File: src/rtl/lcd_cmd_queue.sv
// Command FIFO and single-outstanding sequencer feeding the LCD serial transceiver.
// Entries are {write, addr[6:0], data[7:0]}; one command is in flight at a time and its
// address/data are held on the transceiver inputs until the transceiver is idle again.
module lcd_cmd_queue #(
   parameter int unsigned DEPTH_LOG2     = 2,
   parameter int unsigned TIMEOUT_CYCLES = 65535
) (
   input  logic                  i_clock,
   input  logic                  i_reset,
   input  logic                  i_cmdValid,
   input  logic                  i_cmdWrite,
   input  logic [6:0]            i_cmdAddress,
   input  logic [7:0]            i_cmdData,
   input  logic                  i_flush,
   output logic                  o_cmdReady,
   output logic [DEPTH_LOG2:0]   o_count,
   output logic                  o_txBegin,
   output logic                  o_rxBegin,
   output logic [6:0]            o_address,
   output logic [7:0]            o_txData,
   input  logic                  i_txBusy,
   input  logic                  i_rxBusy,
   input  logic                  i_txDone,
   input  logic                  i_rxDone,
   input  logic [7:0]            i_rxData,
   output logic                  o_rdValid,
   output logic [7:0]            o_rdData,
   output logic [6:0]            o_rdAddress,
   output logic                  o_idle,
   output logic                  o_timeout,
   output logic                  o_overflow
);

   localparam int unsigned Depth = 2 ** DEPTH_LOG2;
   localparam logic [DEPTH_LOG2:0] FullCount = {1'b1, {DEPTH_LOG2{1'b0}}};
   localparam logic [15:0] TimeoutLast = 16'(TIMEOUT_CYCLES - 1);

   typedef enum logic [2:0] {
      StIdle, StIssue, StWaitBusy, StWaitDone, StWaitRelease
   } state_e;

   logic [15:0]           mem_q [Depth];
   logic [DEPTH_LOG2-1:0] wr_ptr_q, wr_ptr_d, rd_ptr_q, rd_ptr_d;
   logic [DEPTH_LOG2:0]   count_q, count_d;
   state_e                state_q, state_d;
   logic [15:0]           timer_q, timer_d;
   logic                  write_q, write_d;
   logic [6:0]            addr_q, addr_d;
   logic [7:0]            tx_data_q, tx_data_d;
   logic                  rd_valid_q, rd_valid_d;
   logic [7:0]            rd_data_q, rd_data_d;
   logic [6:0]            rd_addr_q, rd_addr_d;
   logic                  timeout_q, timeout_d;
   logic                  overflow_q, overflow_d;
   logic                  idle_q, idle_d;

   logic        full, push, pop, lines_quiet, busy_match, done_match, in_wait;
   logic [15:0] head;

   // FIFO bookkeeping; flush discards queued entries and wins over a same-cycle push
   always_comb begin
      full        = (count_q == FullCount);
      push        = i_cmdValid & ~full & ~i_flush;
      lines_quiet = ~(i_txBusy | i_rxBusy | i_txDone | i_rxDone);
      pop         = (state_q == StIdle) & (count_q != '0) & lines_quiet & ~i_flush;
      head        = mem_q[rd_ptr_q];
      wr_ptr_d    = push ? wr_ptr_q + DEPTH_LOG2'(1) : wr_ptr_q;
      rd_ptr_d    = rd_ptr_q;
      count_d     = count_q;
      if (i_flush) begin
         rd_ptr_d = wr_ptr_q;
         count_d  = '0;
      end else begin
         if (pop) rd_ptr_d = rd_ptr_q + DEPTH_LOG2'(1);
         if (push && !pop) count_d = count_q + (DEPTH_LOG2 + 1)'(1);
         else if (pop && !push) count_d = count_q - (DEPTH_LOG2 + 1)'(1);
      end
   end

   // Sequencer next state, per-wait-state timeout and read-return capture
   always_comb begin
      state_d    = state_q;
      timer_d    = '0;
      write_d    = write_q;
      addr_d     = addr_q;
      tx_data_d  = tx_data_q;
      rd_valid_d = 1'b0;
      rd_data_d  = rd_data_q;
      rd_addr_d  = rd_addr_q;
      timeout_d  = 1'b0;
      overflow_d = i_cmdValid & full & ~i_flush;
      busy_match = write_q ? i_txBusy : i_rxBusy;
      done_match = write_q ? i_txDone : i_rxDone;
      in_wait    = 1'b0;
      unique case (state_q)
         StIdle: begin
            if (pop) begin
               write_d   = head[15];
               addr_d    = head[14:8];
               tx_data_d = head[15] ? head[7:0] : 8'h00;
               state_d   = StIssue;
            end
         end
         StIssue: state_d = StWaitBusy;
         StWaitBusy: begin
            in_wait = 1'b1;
            if (busy_match) state_d = StWaitDone;
         end
         StWaitDone: begin
            in_wait = 1'b1;
            if (done_match) begin
               state_d = StWaitRelease;
               if (!write_q) begin
                  rd_valid_d = 1'b1;
                  rd_data_d  = i_rxData;
                  rd_addr_d  = addr_q;
               end
            end
         end
         StWaitRelease: begin
            in_wait = 1'b1;
            if (!done_match && !busy_match) state_d = StIdle;
         end
         default: state_d = StIdle;
      endcase
      // Progress beats timeout; the timer restarts on every state entry
      if (in_wait && state_d == state_q) begin
         if (timer_q == TimeoutLast) begin
            state_d   = StIdle;
            timeout_d = 1'b1;
         end else begin
            timer_d = timer_q + 16'd1;
         end
      end
      idle_d = (count_d == '0) & (state_d == StIdle);
   end

   // Entry storage; no reset needed since count gates every read
   always_ff @(posedge i_clock) begin
      if (push) mem_q[wr_ptr_q] <= {i_cmdWrite, i_cmdAddress, i_cmdData};
   end

   // State registers
   always_ff @(posedge i_clock or posedge i_reset) begin
      if (i_reset) begin
         wr_ptr_q   <= '0;
         rd_ptr_q   <= '0;
         count_q    <= '0;
         state_q    <= StIdle;
         timer_q    <= '0;
         write_q    <= 1'b0;
         addr_q     <= '0;
         tx_data_q  <= '0;
         rd_valid_q <= 1'b0;
         rd_data_q  <= '0;
         rd_addr_q  <= '0;
         timeout_q  <= 1'b0;
         overflow_q <= 1'b0;
         idle_q     <= 1'b1;
      end else begin
         wr_ptr_q   <= wr_ptr_d;
         rd_ptr_q   <= rd_ptr_d;
         count_q    <= count_d;
         state_q    <= state_d;
         timer_q    <= timer_d;
         write_q    <= write_d;
         addr_q     <= addr_d;
         tx_data_q  <= tx_data_d;
         rd_valid_q <= rd_valid_d;
         rd_data_q  <= rd_data_d;
         rd_addr_q  <= rd_addr_d;
         timeout_q  <= timeout_d;
         overflow_q <= overflow_d;
         idle_q     <= idle_d;
      end
   end

   // Begin strobes decode straight from the state so reset drops them immediately
   always_comb begin
      o_cmdReady  = ~full;
      o_count     = count_q;
      o_txBegin   = (state_q == StIssue) & write_q;
      o_rxBegin   = (state_q == StIssue) & ~write_q;
      o_address   = addr_q;
      o_txData    = tx_data_q;
      o_rdValid   = rd_valid_q;
      o_rdData    = rd_data_q;
      o_rdAddress = rd_addr_q;
      o_idle      = idle_q;
      o_timeout   = timeout_q;
      o_overflow  = overflow_q;
   end

endmodule

File: config.mk
export PLATFORM = sky130hd
export DESIGN_NAME = lcd_cmd_queue
export DESIGN_NICKNAME = d
export VERILOG_FILES = /design/src/rtl/lcd_cmd_queue.sv
export SDC_FILE = /design/constraint.sdc
export NUM_CORES = 1
export LEC_CHECK = 0
export ABC_AREA = 1
export CELL_PAD_IN_SITES_DETAIL_PLACEMENT = 0
export CELL_PAD_IN_SITES_GLOBAL_PLACEMENT = 1
export CORE_MARGIN = 4
export CORE_UTILIZATION = 39
export CTS_CLUSTER_DIAMETER = 60
export DETAILED_ROUTE_END_ITERATION = 6
export PLACE_DENSITY = 0.75
export SKIP_LAST_GASP = 1
export SYNTH_ARGS = -nofsm -noshare
export SYNTH_HDL_FRONTEND = slang
export SYNTH_SLANG_ARGS = --single-unit
File: constraint.sdc
create_clock -name i_clock -period 1.9 [get_ports i_clock]
set_input_delay 0.38 -clock i_clock [delete_from_list [all_inputs] [get_ports i_clock]]
set_output_delay 0.38 -clock i_clock [all_outputs]
set_load 0.05 [all_outputs]
==> metrics.txt, run 1 <==
status complete, no violations; # port buffers 71; hold_buf cts 0; CP max FO 4; Yosys cell types 37; die area 15600 um^2; setup ws final 105 ps; Synth async-reset ratio 0.488; Mapped Nets 540; Clk Latency, worst-skew pair 410 ps; Worst setup SP type register; layout cell share with drive strength beyond 1 0.216; first-pass GRT wire length 18.6 mm; Pwr per Cell Area 1410 nW/um^2; most frequent cells in the layout 110 x nand2_1, 64 x edfxtp_1, 56 x dfrtp_1; final-stage net count 638; Design Area, Final 7030 um^2; Yosys reg bits 125; maximum number of pins on one net before global-route repair 62; synthesized area per cell 10.7 um^2; Slew @ Worst Pin 607 ps; Final Hold Fails 0; Chip Height 125 um; Final ANT Viol Nets 0; number of setup violations in the final report 0; gp weighted congestion 0.792; DRC errors left 0; initial core utilization 0.400; Max-slew headroom 0.595; clk_skew 6.09 ps; Main synth FF type edfxtp_1; Max VDD drop 0.961 mV; Mapped Area 5350 um^2; Seq. cell area 3450 um^2; CTS H-Tree Depth 4; Placed Cells 750; LEAKAGE 0.00300 uW; fin crit share 0.945; DP HPWL 7.59 mm; sequential area share after synthesis 0.645; kind of critical path register to output port; maxcap violations 0; Finished Layout Cells 786; WL/cell 14.5 um; total CTS buffers 17; synth warn 0; Sink Count 125; Via Count 3755; Required @ worst endpoint 1520 ps; grt total ovfl 0; Clock Root Buffer clkbuf_16; P&R area growth vs syn 31.5%; delay-heaviest family, CP simple AND/OR/NAND/NOR gates; via-per-instance ratio 4.78; RSZ-0062 raised after global routing yes; # fillers 1212; Post-synth EDFFs 64; WP buf/inv 1; Fmax 557 MHz; Multi-input gate area 1710 um^2; Syn Inst Count 499; slowest cell on the critical path dfrtp_2; commonest non-fill, non-tap cell in the layout nand2_1; DRT Pass-1 Iters 4; Worst-path clk slew 60 ps; Critical Path Max Stage Delay 420 ps; CTS max path bufs 2; Period minus WS final 1800 ps; Initial DRC Count 169; CTS tree done; Rows 42; Die X 125 um; initial antenna violation count 0; final wirelength 11.4 mm; Top Ports 72; Place WS -118 ps; DP Area 6420 um^2; worst path cell trace nor2_4, nand2_1, nor2_2, buf_12; n_diodes 0; Worst Setup End Kind output port; HP Class input port to asynchronous set/reset pin; WP data arrival 1420 ps; Core Region 13300 um^2; Tot GR Track Use 0.152; number of global-route vias before repair 3736; Slew Viols, Final 0
[cells in the mapped netlist (2+ instances only)]
| cell type | count | area (um^2) |
|---|---|---|
| o21ai_1 | 3 | 15.0 |
| nor2_4 | 2 | 22.5 |
| nor3_1 | 2 | 10.0 |
| o21ai_0 | 40 | 200 |
| edfxtp_1 | 64 | 1920 |
| inv_2 | 6 | 22.5 |
| xnor2_1 | 3 | 26.3 |
| nand3_1 | 23 | 115 |
| nor4_1 | 2 | 12.5 |
| nor2_1 | 47 | 176 |
| buf_2 | 2 | 10.0 |
| nand3_2 | 2 | 20.0 |
| o22ai_1 | 8 | 50.1 |
| nor2_2 | 14 | 87.6 |
| a21oi_1 | 12 | 60.1 |
| clkbuf_1 | 10 | 37.5 |
| ha_1 | 9 | 113 |
| nand2_2 | 5 | 31.3 |
| nand3_4 | 2 | 35.0 |
| dfrtp_1 | 60 | 1500 |
| a32o_1 | 8 | 80.1 |
| xor2_1 | 10 | 87.6 |
| inv_1 | 40 | 150 |
| a31oi_1 | 2 | 12.5 |
| nand2_1 | 111 | 417 |
[worst min-delay path: cells and delay by family]
kind	cells	cell delay, ps
buffers and inverters	3	820
[flip-flops by register name, summed over array words and instances, names as in the netlist, 2 cells and up]
register     flops
wr_ptr_q         2
timer_q         16
state_q          3
o_rdData         8
o_count          3
mem_q           64
o_txData         8
rd_ptr_q         2
o_address        7
o_rdAddress      7
[worst paths after layout]
| kind | startpoint | to | slack, ps | cells after the start |
|---|---|---|---|---|
| setup / recovery | state_q[1] | o_rxBegin | 100 | 4 |
| hold / removal | i_reset | o_timeout | 390 | 3 |
| setup reg to reg | o_count[0] | state_q[0] | 120 | 11 |
| hold reg to reg | o_rdData[0] | o_rdData[0] | 470 | 2 |
| max in group asynchronous | i_reset | o_count[0] | 1190 | 3 |
| min in group i_clock | o_rdData[0] | o_rdData[0] | 470 | 2 |
[layout make-up]
cell class / count / area share
clock buffer: 19 / 0.0616
clock inverter: 13 / 0.0210
tap: 176 / 0.0313
inverter: 46 / 0.0251
sequential: 125 / 0.491
multi-input combinational: 314 / 0.243
timing repair buffer: 93 / 0.127
[layer usage]
| layer | vias up | wire (um) | GRT usage |
|---|---|---|---|
| met3 | 13 | 607 | 0.0486 |
| met2 | 84 | 5450 | 0.248 |
| li1 | 1867 | - | - |
| met4 | 0 | 131 | 0.0517 |
| met5 | - | 0 | 0 |
| met1 | 1791 | 5220 | 0.192 |
[power breakdown]
part	internal, uW	switching, uW	total, uW
clock network	2040	1120	3160
logic	1030	2130	3160
registers	3300	264	3560
[what timing repair did]
action	CTS	global route
gates resized for setup	13	3
pin swaps	0	1
buffers inserted	0	3
setup endpoints to repair	13	5
cloned	0	1
[per-stage QoR]
step | hold WS [ps] | power [uW] | util | TNS, ps
5_1_grt | 432 | 10400 | 0.527 | -34.7
3_5_place_dp | 463 | 6730 | 0.481 | -1430
6_report | 393 | 9880 | 0.527 | 0
3_3_place_gp | 453 | 6680 | 0.481 | -944
4_1_cts | 418 | 9900 | 0.524 | -37.6
2_1_floorplan | 451 | 5740 | - | 0
[kinds of logic (layout without fill, tap and decap cells)]
kind of cell | count (synthesis) | in the layout | synth area share
compound gates | 75 | 75 | 0.0812
simple gates | 216 | 217 | 0.184
flops | 125 | 125 | 0.645
buf+inv | 61 | 171 | 0.0475
xor+xnor | 13 | 13 | 0.0213
fa+ha+maj | 9 | 9 | 0.0211
No activity file was read; power rests on OpenSTA's default activity.
==> inputs of run 2 (changes only) <==
--- a/config.mk
+++ b/config.mk
@@ -8,11 +8,12 @@
 export ABC_AREA = 1
 export CELL_PAD_IN_SITES_DETAIL_PLACEMENT = 0
 export CELL_PAD_IN_SITES_GLOBAL_PLACEMENT = 1
+export CORE_ASPECT_RATIO = 1.5
 export CORE_MARGIN = 4
-export CORE_UTILIZATION = 39
+export CORE_UTILIZATION = 40
 export CTS_CLUSTER_DIAMETER = 60
 export DETAILED_ROUTE_END_ITERATION = 6
-export PLACE_DENSITY = 0.75
+export PLACE_DENSITY = 0.73
 export SKIP_LAST_GASP = 1
 export SYNTH_ARGS = -nofsm -noshare
 export SYNTH_HDL_FRONTEND = slang
==> constraint.sdc (replaced) <==
create_clock -name i_clock -period 1.99 [get_ports i_clock]
set_input_delay 0.398 -clock i_clock [delete_from_list [all_inputs] [get_ports i_clock]]
set_output_delay 0.398 -clock i_clock [all_outputs]
set_load 0.05 [all_outputs]
==> run 2 against run 1 <==
Via count grew 1.7%. Clock skew up 6.4 ps. Register-to-register slack better by 100 ps. Power down 4.4%. Sequential share of layout area down 0.36 points. Sequential cell count stayed put. Sequential power fell by 5%.
==> metrics.txt, run 2 (synthesis gave the netlist of run 1 again) <==
status complete, no violations; kind of critical path register to output port; CTS tree done; maximum number of pins on one net before global-route repair 36; Clock Root Buffer clkbuf_16; grt total ovfl 0; first-pass GRT wire length 19.4 mm; Required @ worst endpoint 1590 ps; Seq. cell area 3450 um^2; final wirelength 11.5 mm; Largest Register mem_q; total CTS buffers 17; Worst setup SP type register; P&R area growth vs syn 32.4%; Final Hold Fails 0; biggest regs mem_q: 64 flops, timer_q: 16 flops; Max-slew headroom 0.615; DP HPWL 8.24 mm; Worst R2R Setup Slack 220 ps; initial antenna violation count 0; Max VDD drop 0.882 mV; fin crit share 0.980; commonest non-fill, non-tap cell in the layout nand2_1; gp weighted congestion 0.795; Initial DRC Count 152; postcts setup bufs 0; Critical Path Max Stage Delay 810 ps; Placed Cells 734; initial core utilization 0.411; number of setup violations in the final report 0; worst path cell trace clkdlybuf4s50_1; HP Class input port to asynchronous set/reset pin; Final Util 0.544; final-stage net count 635; die area 15300 um^2; Pwr per Cell Area 1330 nW/um^2; # fillers 1124; LEAKAGE 0.00318 uW; clk_skew 12.5 ps; Core Region 13000 um^2; CTS max path bufs 2; n_diodes 0; CP max FO 2; Largest register FFs 64; worst r2r dst state_q[0]; Multi-input gate area 1690 um^2; Rows 51; Place WS -21.5 ps; layout cell share with drive strength beyond 1 0.183; slowest cell on the critical path clkdlybuf4s50_1; setup TNS 0 ps; delay-heaviest family, CP buffers and inverters; Chip Height 150 um; WHS 315 ps; worst r2r src o_count[0]; # port buffers 71; Sink Count 125; Via Count 3818; Fmax 513 MHz; WP buf/inv 1; RSZ-0062 raised after global routing no; Worst Reg-to-Reg Cells 11; CTS H-Tree Depth 4; Clk Latency, worst-skew pair 410 ps; Finished Layout Cells 766; DRC errors left 0; Worst-path clk slew 50 ps; via-per-instance ratio 4.98; DRT Pass-1 Iters 4; Die X 102 um; Slew Viols, Final 0; setup ws final 39.6 ps; Worst Setup End Kind output port; Final ANT Viol Nets 0; Period minus WS final 1950 ps; Tot GR Track Use 0.164; maxcap violations 0; hold_buf cts 0; number of global-route vias before repair 4038; Slew @ Worst Pin 577 ps; WL/cell 15.0 um; WP data arrival 1550 ps; most frequent cells in the layout 110 x nand2_1, 64 x edfxtp_1, 58 x dfrtp_1; Top Ports 72
## run 2: changes by cell type in the layout (fill, tap and decap cells not counted), moves of 5 or more
cell / change
dlygate4sd2_1: -7
buf_4: -17
clkdlybuf4s50_1: +5
dlymetal6s2s_1: +15
## run 2: per-layer routing
| layer | vias to the layer above | track usage | share of wire |
|---|---|---|---|
| met1 | 1881 | 0.189 | 0.41 |
| met3 | 13 | 0.0350 | 0.029 |
| met4 | 0 | 0.0512 | 0.010 |
| li1 | 1861 | - | - |
| met2 | 63 | 0.299 | 0.55 |
| met5 | - | 0 | 0 |
## run 2: area by class of cell
cell class              instances  share of cell area
clock buffers                  18              0.0606
clock inverters                14              0.0214
inverters                      46              0.0244
multi-input cells             313               0.239
flip-flops and latches        125               0.488
well taps                     159              0.0281
repair buffers                 91               0.138
## run 2: worst max path at each step
stage / cells past startpoint / to / from
after global routing: 1 / o_txData[7] / o_txData[7]
after floorplan: 1 / o_count[0] / i_reset
after global placement: 10 / timer_q[13] / i_rxBusy
final: 1 / o_txData[7] / o_txData[7]
after detailed placement: 10 / timer_q[13] / i_rxBusy
after CTS: 1 / o_txData[1] / o_txData[1]
## run 2: per-stage QoR
stage | instance area, um^2 | power, uW
final | 7080 | 9450
after global routing | 7080 | 9970
after floorplan | 5390 | 5480
after CTS | 7030 | 9570
after detailed placement | 6460 | 6570
after global placement | 6460 | 6500
## run 2: power breakdown
part / internal, uW / leakage (uW) / switching [uW]
combinational: 1050 / 0.00153 / 2020
clock: 1940 / 0.000286 / 1050
sequential: 3140 / 0.00137 / 231
## run 2: timing repair
action | in CTS | in global routing
resized for setup | 4 | 18
setup endpoints to repair | 4 | 18
cloned | 0 | 0
==> inputs of run 3 (changes only) <==
==> constraint.sdc (replaced) <==
create_clock -name i_clock -period 2.3 [get_ports i_clock]
set_input_delay 0.46 -clock i_clock [delete_from_list [all_inputs] [get_ports i_clock]]
set_output_delay 0.46 -clock i_clock [all_outputs]
set_load 0.05 [all_outputs]
==> run 3 against run 2 <==
Clock skew decreased by 1.5 ps. Combinational power shrank 18%. Sequential cell count unchanged. Sequential share of layout area up 0.45 points. Critical path type unchanged. Design area shrank 0.99%. Sequential power down 13%. Routed wire length shrank 3.2%. Via count is 2.1% lower. Register-to-register slack better by 250 ps.
==> metrics.txt, run 3 (synthesis gave the netlist of run 1 again) <==
CP max FO 1; post_cts resized 0; most frequent cells in the layout 110 x nand2_1, 68 x clkdlybuf4s50_1, 64 x edfxtp_1; number of setup violations in the final report 0; Initial DRC Count 168; initial antenna violation count 0; Via Count 3737; die area 15300 um^2; status complete, no violations; Clk network pwr share 0.341; final wirelength 11.1 mm; CTS tree done; Slew Viols, Final 0; Critical Path Max Stage Delay 800 ps; cell depth of the worst setup path 1; hold_buf cts 0; final-stage net count 628; WP data arrival 1720 ps; Worst-path clk slew 60 ps; clk_skew 11.0 ps; # fillers 1163; layout cell share with drive strength beyond 1 0.150; Chip Height 150 um; Worst Reg-to-Reg Cells 9; Max-slew headroom 0.596; commonest non-fill, non-tap cell in the layout nand2_1; slowest cell on the critical path clkdlybuf4s50_1; CTS H-Tree Depth 4; DRT Pass-1 Iters 4; maxcap violations 0; # port buffers 71; Int Power 5390 uW; gp weighted congestion 0.800; Core Region 13000 um^2; P&R area growth vs syn 31.1%; Worst Setup End Kind output port; RSZ-0062 raised after global routing no; WHS 430 ps; DRC errors left 0; n_diodes 0; setup TNS 0 ps; HP Class input port to asynchronous set/reset pin; Required @ worst endpoint 1840 ps; biggest regs mem_q: 64 flops, timer_q: 16 flops; WL/cell 14.7 um; Die X 102 um; Sink Count 125; Gate power share 0.305; via-per-instance ratio 4.92; Slew @ Worst Pin 605 ps; kind of critical path register to output port; Reg power frac 0.354; Rows 51; Tot GR Track Use 0.156; Fmax 459 MHz; CTS max path bufs 2; total CTS buffers 17; maximum number of pins on one net before global-route repair 39; delay-heaviest family, CP buffers and inverters; initial core utilization 0.411; fin crit share 0.948; Pwr per Cell Area 1180 nW/um^2; first-pass GRT wire length 18.2 mm; worst path cell trace clkdlybuf4s50_1; Max VDD drop 0.624 mV; Final ANT Viol Nets 0; Period minus WS final 2180 ps; Largest Register mem_q; Clock Root Buffer clkbuf_16; number of global-route vias before repair 3745; WP buf/inv 1; DP HPWL 7.79 mm; Pwr Total 8300 uW; Top Ports 72; Clk Latency, worst-skew pair 410 ps; grt total ovfl 0; Largest register FFs 64; postcts setup bufs 0; LEAKAGE 0.00290 uW; Final Hold Fails 0; Worst setup SP type register; Sw Ratio 0.350; Psw 2910 uW
## run 3: per-stage QoR
stage,area [um^2],instances,worst slack (ps),util
finish,7010,759,121,0.538
global route,7010,759,72.7,0.538
CTS,7010,759,96.1,0.538
detailed placement,6370,727,72.4,0.489
global placement,6370,727,141,0.489
floorplan,5380,499,1.04,-
## run 3: power groups by stage
stage               Clock, uW  Sequential (uW)  Combinational, uW
finish                   2830             2940               2530
global route             2970             2980               2750
CTS                      2870             2940               2570
detailed placement          0             2980               2550
global placement            0             2980               2520
floorplan                   0             3520               1220
## run 3: path summary, 6_finish.rpt
kind                            slack (ps)   startpoint          end
worst min register to register         470  o_rdData[0]  o_rdData[0]
max in group asynchronous             1580      i_reset       o_idle
min in group i_clock                   470  o_rdData[0]  o_rdData[0]
worst max register to register         470   o_count[0]  o_txData[4]
worst max-delay path                   120       o_idle       o_idle
worst min-delay path                   430      i_reset  o_rdData[5]
## run 3: final cells by class
type,instances,area [um^2],share of cell area
inverter,46,173,0.0246
sequential,125,3450,0.492
timing repair buffer,84,876,0.125
clock buffer,17,425,0.0607
clock inverter,15,210,0.0300
tap,159,199,0.0284
multi-input combinational,313,1670,0.239
## run 3: per-layer routing
| layer | global-route usage | share of wire | vias to the layer above | routed length (um) |
|---|---|---|---|---|
| met5 | 0 | 0 | - | 0 |
| met4 | 0.0676 | 0.020 | 0 | 226 |
| met3 | 0.0299 | 0.039 | 17 | 431 |
| met2 | 0.282 | 0.55 | 72 | 6100 |
| met1 | 0.174 | 0.39 | 1801 | 4390 |
| li1 | - | - | 1847 | - |
